**src/rtl/seg_pkg.sv**
```systemverilog
// Shared segment encoding for the multiplexed seven-segment scanner.
package seg_pkg;

  localparam int unsigned SEG_W   = 8;
  localparam int unsigned HEX_W   = 4;
  localparam int unsigned PHASES  = 16;
  localparam int unsigned PHASE_W = $clog2(PHASES);

  // Segment bit order: bit7 = a down to bit0 = dp, all active-low
  typedef struct packed {
    logic a;
    logic b;
    logic c;
    logic d;
    logic e;
    logic f;
    logic g;
    logic dp;
  } seg_t;

  localparam seg_t SEG_OFF = 8'hFF;

  localparam seg_t SEG_0 = 8'b0000_0011;
  localparam seg_t SEG_1 = 8'b1001_1111;
  localparam seg_t SEG_2 = 8'b0010_0101;
  localparam seg_t SEG_3 = 8'b0000_1101;
  localparam seg_t SEG_4 = 8'b1001_1001;
  localparam seg_t SEG_5 = 8'b0100_1001;
  localparam seg_t SEG_6 = 8'b0100_0001;
  localparam seg_t SEG_7 = 8'b0001_1111;
  localparam seg_t SEG_8 = 8'b0000_0001;
  localparam seg_t SEG_9 = 8'b0000_1001;
  localparam seg_t SEG_A = 8'b0000_0101;
  localparam seg_t SEG_B = 8'b1100_0001;
  localparam seg_t SEG_C = 8'b0110_0011;
  localparam seg_t SEG_D = 8'b1000_0101;
  localparam seg_t SEG_E = 8'b0110_0001;
  localparam seg_t SEG_F = 8'b0111_0001;

endpackage

```
**src/rtl/seg_hex_decode.sv**
```systemverilog
// Combinational hex nibble to active-low seven-segment pattern (dp left off).
module seg_hex_decode
  import seg_pkg::*;
(
  input  logic [HEX_W-1:0] hex,
  output seg_t             seg_c
);

  // Full 16-entry lookup
  always_comb begin
    seg_c = SEG_OFF;
    case (hex)
      4'h0: seg_c = SEG_0;
      4'h1: seg_c = SEG_1;
      4'h2: seg_c = SEG_2;
      4'h3: seg_c = SEG_3;
      4'h4: seg_c = SEG_4;
      4'h5: seg_c = SEG_5;
      4'h6: seg_c = SEG_6;
      4'h7: seg_c = SEG_7;
      4'h8: seg_c = SEG_8;
      4'h9: seg_c = SEG_9;
      4'hA: seg_c = SEG_A;
      4'hB: seg_c = SEG_B;
      4'hC: seg_c = SEG_C;
      4'hD: seg_c = SEG_D;
      4'hE: seg_c = SEG_E;
      4'hF: seg_c = SEG_F;
    endcase
  end

endmodule

```
**src/rtl/seg_scan_display.sv**
```systemverilog
// Time-multiplexed seven-segment scanner with frame-shadowed digits and PWM dimming.
module seg_scan_display
  import seg_pkg::*;
#(
  parameter int unsigned N_DIG = 6,
  parameter int unsigned DIV   = 50000
) (
  input  logic               clk,
  input  logic               rst,
  input  logic [4*N_DIG-1:0] num,
  input  logic [N_DIG-1:0]   dp,
  input  logic [N_DIG-1:0]   blank,
  input  logic               lzb,
  input  logic [3:0]         bright,
  input  logic               en,
  output logic [SEG_W-1:0]   seg_leds,
  output logic [N_DIG-1:0]   seg_ncs,
  output logic               frame_start
);

  // The DIV-cycle prescaler is kept as a (sub, phase) pair so PWM phase needs no divider
  localparam int unsigned SUB_DIV = DIV / PHASES;
  localparam int unsigned SUB_W   = (SUB_DIV > 1) ? $clog2(SUB_DIV) : 1;
  localparam int unsigned IDX_W   = (N_DIG > 1) ? $clog2(N_DIG) : 1;

  localparam logic [SUB_W-1:0]   SUB_LAST = SUB_W'(SUB_DIV - 1);
  localparam logic [PHASE_W-1:0] PH_LAST  = PHASE_W'(PHASES - 1);
  localparam logic [IDX_W-1:0]   IDX_LAST = IDX_W'(N_DIG - 1);

  logic [SUB_W-1:0]   sub_q, sub_nxt;
  logic [PHASE_W-1:0] phase_q, phase_nxt;
  logic [IDX_W-1:0]   idx_q, idx_nxt;
  logic               init_q;
  logic               wrap;

  logic [4*N_DIG-1:0] num_q, num_nxt;
  logic [N_DIG-1:0]   dp_q, dp_nxt;
  logic [N_DIG-1:0]   blank_q, blank_nxt;
  logic               lzb_q, lzb_nxt;

  logic [HEX_W-1:0]   digit;
  logic               dp_bit;
  logic               dark;
  logic               zero_above;
  logic [N_DIG-1:0]   lz_mask;
  logic               lit;
  seg_t               pat;
  seg_t               leds_nxt;
  logic [N_DIG-1:0]   ncs_nxt;

  // Prescaler, phase and digit index; the first cycle after reset behaves as a frame wrap
  always_comb begin
    sub_nxt   = sub_q + SUB_W'(1);
    phase_nxt = phase_q;
    idx_nxt   = idx_q;
    wrap      = 1'b0;
    if (init_q) begin
      sub_nxt   = '0;
      phase_nxt = '0;
      idx_nxt   = '0;
      wrap      = 1'b1;
    end else if (sub_q == SUB_LAST) begin
      sub_nxt   = '0;
      phase_nxt = phase_q + PHASE_W'(1);
      if (phase_q == PH_LAST) begin
        if (idx_q == IDX_LAST) begin
          idx_nxt = '0;
          wrap    = 1'b1;
        end else begin
          idx_nxt = idx_q + IDX_W'(1);
        end
      end
    end
  end

  // Shadow copy of the frame-stable inputs, refreshed only on a frame wrap
  always_comb begin
    num_nxt   = wrap ? num   : num_q;
    dp_nxt    = wrap ? dp    : dp_q;
    blank_nxt = wrap ? blank : blank_q;
    lzb_nxt   = wrap ? lzb   : lzb_q;
  end

  // Leading-zero mask and selection of the digit that owns the upcoming slot
  always_comb begin
    digit      = '0;
    dp_bit     = 1'b0;
    dark       = 1'b0;
    lz_mask    = '0;
    zero_above = 1'b1;
    for (int i = N_DIG - 1; i > 0; i--) begin
      zero_above = zero_above & (num_nxt[4*i +: HEX_W] == 4'h0);
      lz_mask[i] = lzb_nxt & zero_above;
    end
    for (int i = 0; i < N_DIG; i++) begin
      if (idx_nxt == IDX_W'(i)) begin
        digit  = num_nxt[4*i +: HEX_W];
        dp_bit = dp_nxt[i];
        dark   = blank_nxt[i] | lz_mask[i];
      end
    end
  end

  seg_hex_decode u_dec (
    .hex   (digit),
    .seg_c (pat)
  );

  // Next segment/select drive: lit only when enabled, not blanked and inside the duty window
  always_comb begin
    lit      = en & ~dark & (phase_nxt <= bright);
    leds_nxt = SEG_OFF;
    ncs_nxt  = '1;
    if (lit) begin
      leds_nxt    = pat;
      leds_nxt.dp = pat.dp & ~dp_bit;
      for (int i = 0; i < N_DIG; i++) begin
        ncs_nxt[i] = (idx_nxt != IDX_W'(i));
      end
    end
  end

  // State, shadow and output registers
  always_ff @(posedge clk) begin
    if (rst) begin
      sub_q       <= '0;
      phase_q     <= '0;
      idx_q       <= '0;
      init_q      <= 1'b1;
      num_q       <= '0;
      dp_q        <= '0;
      blank_q     <= '0;
      lzb_q       <= 1'b0;
      seg_leds    <= SEG_OFF;
      seg_ncs     <= '1;
      frame_start <= 1'b0;
    end else begin
      sub_q       <= sub_nxt;
      phase_q     <= phase_nxt;
      idx_q       <= idx_nxt;
      init_q      <= 1'b0;
      num_q       <= num_nxt;
      dp_q        <= dp_nxt;
      blank_q     <= blank_nxt;
      lzb_q       <= lzb_nxt;
      seg_leds    <= leds_nxt;
      seg_ncs     <= ncs_nxt;
      frame_start <= wrap;
    end
  end

endmodule
```
**config.mk**
```make
export PLATFORM = sky130hd
export DESIGN_NAME = seg_scan_display
export DESIGN_NICKNAME = d
export VERILOG_FILES = /design/src/rtl/seg_pkg.sv /design/src/rtl/seg_hex_decode.sv /design/src/rtl/seg_scan_display.sv
export SDC_FILE = /design/constraint.sdc
export NUM_CORES = 1
export LEC_CHECK = 0
export ABC_AREA = 1
export CAP_MARGIN = 40
export CORE_MARGIN = 1
export CORE_UTILIZATION = 58
export CTS_CLUSTER_DIAMETER = 40
export CTS_CLUSTER_SIZE = 20
export DETAILED_ROUTE_END_ITERATION = 16
export GPL_TIMING_DRIVEN = 0
export HOLD_SLACK_MARGIN = 0.03
export PLACE_DENSITY = 0.84
export SETUP_SLACK_MARGIN = 0.5
export SLEW_MARGIN = 5
export SYNTH_ARGS = -nofsm -noshare
export SYNTH_HDL_FRONTEND = slang
export SYNTH_SLANG_ARGS = --single-unit
```
**constraint.sdc**
```tcl
create_clock -name clk -period 4.4 [get_ports clk]
set_clock_uncertainty 0.1 [all_clocks]
set_input_delay 0.44 -clock clk [delete_from_list [all_inputs] [get_ports clk]]
set_output_delay 0.44 -clock clk [all_outputs]
set_load 0.05 [all_outputs]
```
# --- Yosys cells after proc, flatten, opt, wreduce, memory -nomap -nowiden ---
# Memories as Yosys holds them, arrays and structs flattened. A register that Yosys moved wholly into a read port is not among the register bits.
# Index checks and enable logic that the tools add are counted.
# Widths: inputs -> output; s select.
word_totals:
  ff_bits: 72
  romBits: 112
  in_bits: 44
  n_memories: 1
memory_table:
  columns: ["memory", "words", "width", "rd", "rd_clocked_by_memory_dff", "write_ports", "line", "text"]
  rows:
  - ["(name not given)", 16, 7, 1, 1, 0, "seg_hex_decode.sv:12", "case (hex)"]
classes:
  addsub: 3
  n_lt_le_gt_ge: 1
  eq_ne: 13
  n_mux: 33
  bitwise: 20
  reduce_logical: 9
ops:
  columns: ["op", "n"]
  rows:
  - ["$mux 4", 8]
  - ["$mux 24", 1]
  - ["$logic_not 4->1", 5]
  - ["$mux 1", 18]
  - ["$add 12x1->12 const B", 1]
  - ["$eq 12x12->1 const B", 1]
  - ["$mux 3", 4]
  - ["$mux 6", 2]
  - ["$and 1x1->1", 11]
  - ["$eq 3x3->1 const B", 3]
  - ["$eq 3x2->1 const B", 2]
  - ["$ne 3x2->1 const B", 2]
  - ["$ne 3x3->1 const B", 2]
  - ["$or 1x1->1", 5]
  - ["$add 4x1->4 const B", 1]
  - ["$eq 4x4->1 const B", 1]
  - ["$le 4x4->1", 1]
  - ["$add 3x1->3 const B", 1]
  - ["$eq 3x1->1 const B", 1]
  - ["$logic_not 3->1", 1]
  - ["$ne 3x1->1 const B", 1]
  - ["$not 1->1", 3]
  - ["$reduce_bool 3->1", 1]
  - ["$reduce_or 3->1", 1]
  - ["2 further kinds", 2]

# --- Longest topological paths before layout ---
logic_depth:
  word_depth: 23
  ltp_mapped: 23

# --- By module ---
# From an unflattened synthesis, not the netlist that was laid out.
hier_totals:
  hier_cells: 526
  hier_area_um2: 4015.1
by_module_without_submodules:
  columns: ["module", "instances", "cells_per_inst", "area_per_inst_um2"]
  rows:
  - ["seg_scan_display", 1, 474, 3721.1]
  - ["seg_hex_decode", 1, 52, 294.0]

# --- Worst setup path after synthesis ---
# No wires, ideal clock.
synth_path:
  path_type: "register -> register"
  start: "register sub_q[0]"
  end: "register seg_leds[4]"
  arrival_ns: 2.364
  t_required_ns: 4.178
  setup_slack_ns: 1.814
  path_stages_with_launch: 20
  path_buffers: 0
  period_less_slack_ns: 2.586
  path_cell_list: "dfxtp_1 > inv_1 > ha_1 > nand3_1 > nor2_4 > nand2_2 > nand2_1 > nand3_2 > nor2_1 > nand2_1 > inv_1 > nand3_1 > nand4_1 > inv_1 > ha_1 > inv_1 > nand2_1 > nand2_1 > a21oi_1 > nand3_1"
synth_between:
  elab_chain_cells: 21
synth_lines:
  columns: ["item", "line", "text"]
  rows:
  - ["start: declaration", "seg_scan_display.sv:30", "logic [SUB_W-1:0] sub_q, sub_nxt;"]
  - ["start signal: assignment", "seg_scan_display.sv:138", "sub_q <= sub_nxt;"]
  - ["$eq 12x12->1 *", "seg_scan_display.sv:62", "end else if (sub_q == SUB_LAST) begin"]
  - ["$mux 1", "seg_scan_display.sv:62", null]
  - ["$mux 1", "seg_scan_display.sv:57", "if (init_q) begin"]
  - ["$mux 24", "seg_scan_display.sv:78", "num_nxt = wrap ? num : num_q;"]
  - ["$logic_not 4->1", "seg_scan_display.sv:92", "zero_above = zero_above & (num_nxt[4*i +: HEX_W] == 4'h0);"]
  - ["$and 1x1->1 (4 in a row)", "seg_scan_display.sv:92", null]
  - ["$and 1x1->1", "seg_scan_display.sv:93", "lz_mask[i] = lzb_nxt & zero_above;"]
  - ["$or 1x1->1", "seg_scan_display.sv:99", "dark = blank_nxt[i] | lz_mask[i];"]
  - ["$mux 1 (5 in a row)", "seg_scan_display.sv:96", "if (idx_nxt == IDX_W'(i)) begin"]
  - ["$not 1->1", "seg_scan_display.sv:111", "lit = en & ~dark & (phase_nxt <= bright);"]
  - ["$and 1x1->1 (2 in a row)", "seg_scan_display.sv:111", null]
  - ["$not 1->1 (no line)", null, null]
  - ["$reduce_or 2->1 (no line)", null, null]
  - ["end: declaration", "seg_scan_display.sv:16", "output logic [SEG_W-1:0] seg_leds,"]
# Mark *: on every way between the ends. The rest lies on a longest branch, timed or not.
# A chain may end at the register's enable or synchronous reset.

# --- Worst setup path after layout ---
layout_path:
  start: "register sub_q[0]"
  end: "register seg_leds[1]"
# Same word-level chain as after synthesis.

==> results.cfg <==
[setup_path]
r2r_slack_ns = 1.17
arrival_ns = 3.36
startpoint_type = register
setup.worst_path.class = reg2reg
cp-end-kind = register
timing.rr.start = sub_q[0]
worstSetupEndpoint = seg_leds[1]
rr_endpoint = seg_leds[1]
path_cells = inv_1, ha_1, nand2_1, nor2_1, nand3_1, nor2_1, nand2_1, nand3_2, inv_1, nand3_1, nor2_1, nor2_1, nand3_1, nand2_1, inv_1, ha_1, nand2_1, nand2_1, a21oi_1, nand3_1
critPathMaxFanout = 7
crit_path_top_delay_cell = dfxtp_1
critPathMaxStageDelay_ns = 0.34
worstPathRequired_ns = 4.53
crit_top_cell = nand2_1
setup.worst_path.start = sub_q[0]
reg2reg_depth = 20

[hold_path]
hp-class = reg2reg

[final_layout]
syn2layout_area_growth_pct = 23.2
drive_gt1_frac = 0.151
final_nets = 699
final_util = 0.738
n_antenna_cell = 0
fin_area_um2 = 5010

[synth]
syn_area_um2 = 4070
synth_edf_count = 0
synth_seq_cells = 72
synthArstFlopShare = 0
synth_ff_type = dfxtp_1
syn_area_per_cell_um2 = 7.10
ys_seq_area_frac = 0.354
yosysUniqueCellTypes = 41
syn_inst = 573
yosys_warnings = 0
synthesis.nets = 630

[clocking]
clk_path_buf_depth = 2
cts_buffers = 9
cts-htree-levels = 3
cts-root-buf = clkbuf_8
clock_latency_ns = 0.35
clock_sinks = 72
hold_buffers = 0
post-cts-setup-buffer-count = 0
ctsResizeCount = 0
clk_pin_slew_worst_paths_ns = 0.08
cts_tree = done

[timing]
setup_tns_ns = 0
slew-limit-headroom = 0.610
max_freq_mhz = 310
drv_slew = 0
fin_crit_sh = 0.734
hold_viol = 0
worstMarginPinSlew_ns = 0.586
fin_ws_ns = 1.17
setup_violations = 0
min_period_ns = 3.23
rsz0062_at_grt = no

[route]
vias = 3807
wirelength_um = 9660
final_antenna_net_count = 0
firstDrtPassIters = 4
wl_per_cell_um = 13.0
drc = 0
avgViaCountPerCell = 5.12
initialDrtViolationCount = 175

[place]
dp_slack_ns = 1.24
io_buffers = 58
place_area_um2 = 4770
dp_hpwl_um = 7210
routabilityCongestion = 0.865

[pwr]
total_power_mw = 1.56
p_per_area_nw_per_um2 = 311
p_leak_nw = 2.30
max-vdd-ir-drop_uv = 273

[grt]
overflow = 0
grt_antenna_before_repair = 0
grt_max_degree = 14
grt_pass1_vias = 3556
grt_pass1_wl_um = 16300
track_usage = 0.285

[floorplan]
die_w_um = 85.7
initial_core_util = 0.599
die-area_um2 = 7350
coreArea_um2 = 6790
fp.dieH_um = 85.7
ios = 59
rows = 30

[run]
drv_cap = 0

[run_status]
status = finished, final reports clean
## power breakdown
part           switching, mW  total (mW)  leakage [nW]  internal, mW
Combinational          0.140       0.239          1.59        0.0996
Sequential           0.00805       0.686         0.591         0.678
Clock                  0.257       0.634         0.119         0.377
Total                  0.405        1.56          2.30          1.15
## Yosys cell counts (all sizes together), types with 8 or more instances
cell   count  area [um^2]
dfxtp     72         1440
nand4     17          125
nand2    150          628
buf       11         91.3
inv       81          304
ha        13          163
nor3       8         51.3
mux2i      8         80.1
a21oi     17         85.1
nand3     61          395
o21ai     12         71.3
nor2      89          404
## registers in the layout, summed over array words and instances, names as in the netlist
register and flops:
seg_leds 8, seg_ncs 6, lzb_q 1, dp_q 6
init_q 1, num_q 24, blank_q 6, idx_q 3
frame_start 1, sub_q 12, phase_q 4
## cell usage in the layout (no fill, tap or decap), types with 3 or more instances in the layout
| master | synthesis | routed |
|---|---|---|
| nor3b_1 | 4 | 4 |
| nand2_1 | 132 | 132 |
| a21oi_1 | 17 | 17 |
| nor2_2 | 7 | 7 |
| buf_4 | 3 | 3 |
| buf_6 | 3 | 3 |
| nand2_4 | 4 | 4 |
| or2_2 | 5 | 5 |
| nand3_2 | 13 | 13 |
| nor2_4 | 7 | 7 |
| mux2i_1 | 8 | 8 |
| nor3_1 | 7 | 7 |
| clkbuf_8 | 0 | 9 |
| o21ai_2 | 3 | 3 |
| nand4_1 | 14 | 14 |
| nor2_1 | 75 | 75 |
| clkdlybuf4s50_1 | 0 | 58 |
| nand3b_1 | 6 | 6 |
| dfxtp_1 | 72 | 72 |
| inv_2 | 10 | 10 |
| nand3_1 | 46 | 46 |
| o21ai_0 | 7 | 7 |
| nand4_2 | 3 | 3 |
| nand2_2 | 14 | 14 |
| bufinv_16 | 0 | 3 |
| inv_1 | 71 | 71 |
| clkbuf_1 | 6 | 6 |
| buf_2 | 4 | 4 |
| ha_1 | 13 | 13 |
## per-layer routing
layer	wire length (um)	vias to the layer above	GRT usage	part of all wire
met5	0	-	0	0
met4	255	0	0.115	0.026
met3	505	24	0.0558	0.052
met2	4390	113	0.459	0.45
met1	4510	1721	0.376	0.47
li1	-	1949	-	-
## cell families after synthesis
| group | count (synthesis) | share of synthesized area |
|---|---|---|
| and+or+nand+nor | 343 | 0.425 |
| DFF | 72 | 0.354 |
| adders and majority gates | 13 | 0.0400 |
| muxes | 8 | 0.0197 |
| AOI/OAI and AO/OA | 37 | 0.0551 |
| xor gates and xnor gates | 1 | 0.00215 |
| buffers and inverters | 99 | 0.104 |
## how the worst min path moves through the flow
stage,to,cells past startpoint,startpoint,slack (ns)
final,num_q[0],2,num_q[0],0.38
after global routing,sub_q[0],1,sub_q[0],0.40
after CTS,num_q[0],2,num_q[0],0.38
after detailed placement,sub_q[0],1,sub_q[0],0.36
after global placement,sub_q[0],1,sub_q[0],0.34
after floorplan,sub_q[0],1,sub_q[0],0.33
## per-stage QoR
| stage | cells | hold WS (ns) |
|---|---|---|
| floorplan | 573 | 0.330 |
| global placement | 727 | 0.345 |
| detailed placement | 727 | 0.361 |
| CTS | 743 | 0.376 |
| global route | 743 | 0.398 |
| finish | 743 | 0.377 |
## critical path: cells and delay by family (launching register included)
| kind | cells | cell delay, ns |
|---|---|---|
| AOI/OAI and AO/OA | 1 | 0.18 |
| adders and majority gates | 2 | 0.37 |
| buffers and inverters | 3 | 0.26 |
| DFF | 1 | 0.34 |
| and+or+nand+nor | 14 | 1.84 |
## layout make-up
class	count	area, um^2
multi-input combinational	402	2200
clock inverter	7	120
fill	549	1780
tap	96	120
timing repair buffer	58	581
inverter	82	308
buffer	17	114
sequential	72	1440
clock buffer	9	124
Note: power is estimated with default switching activity, not from simulation.
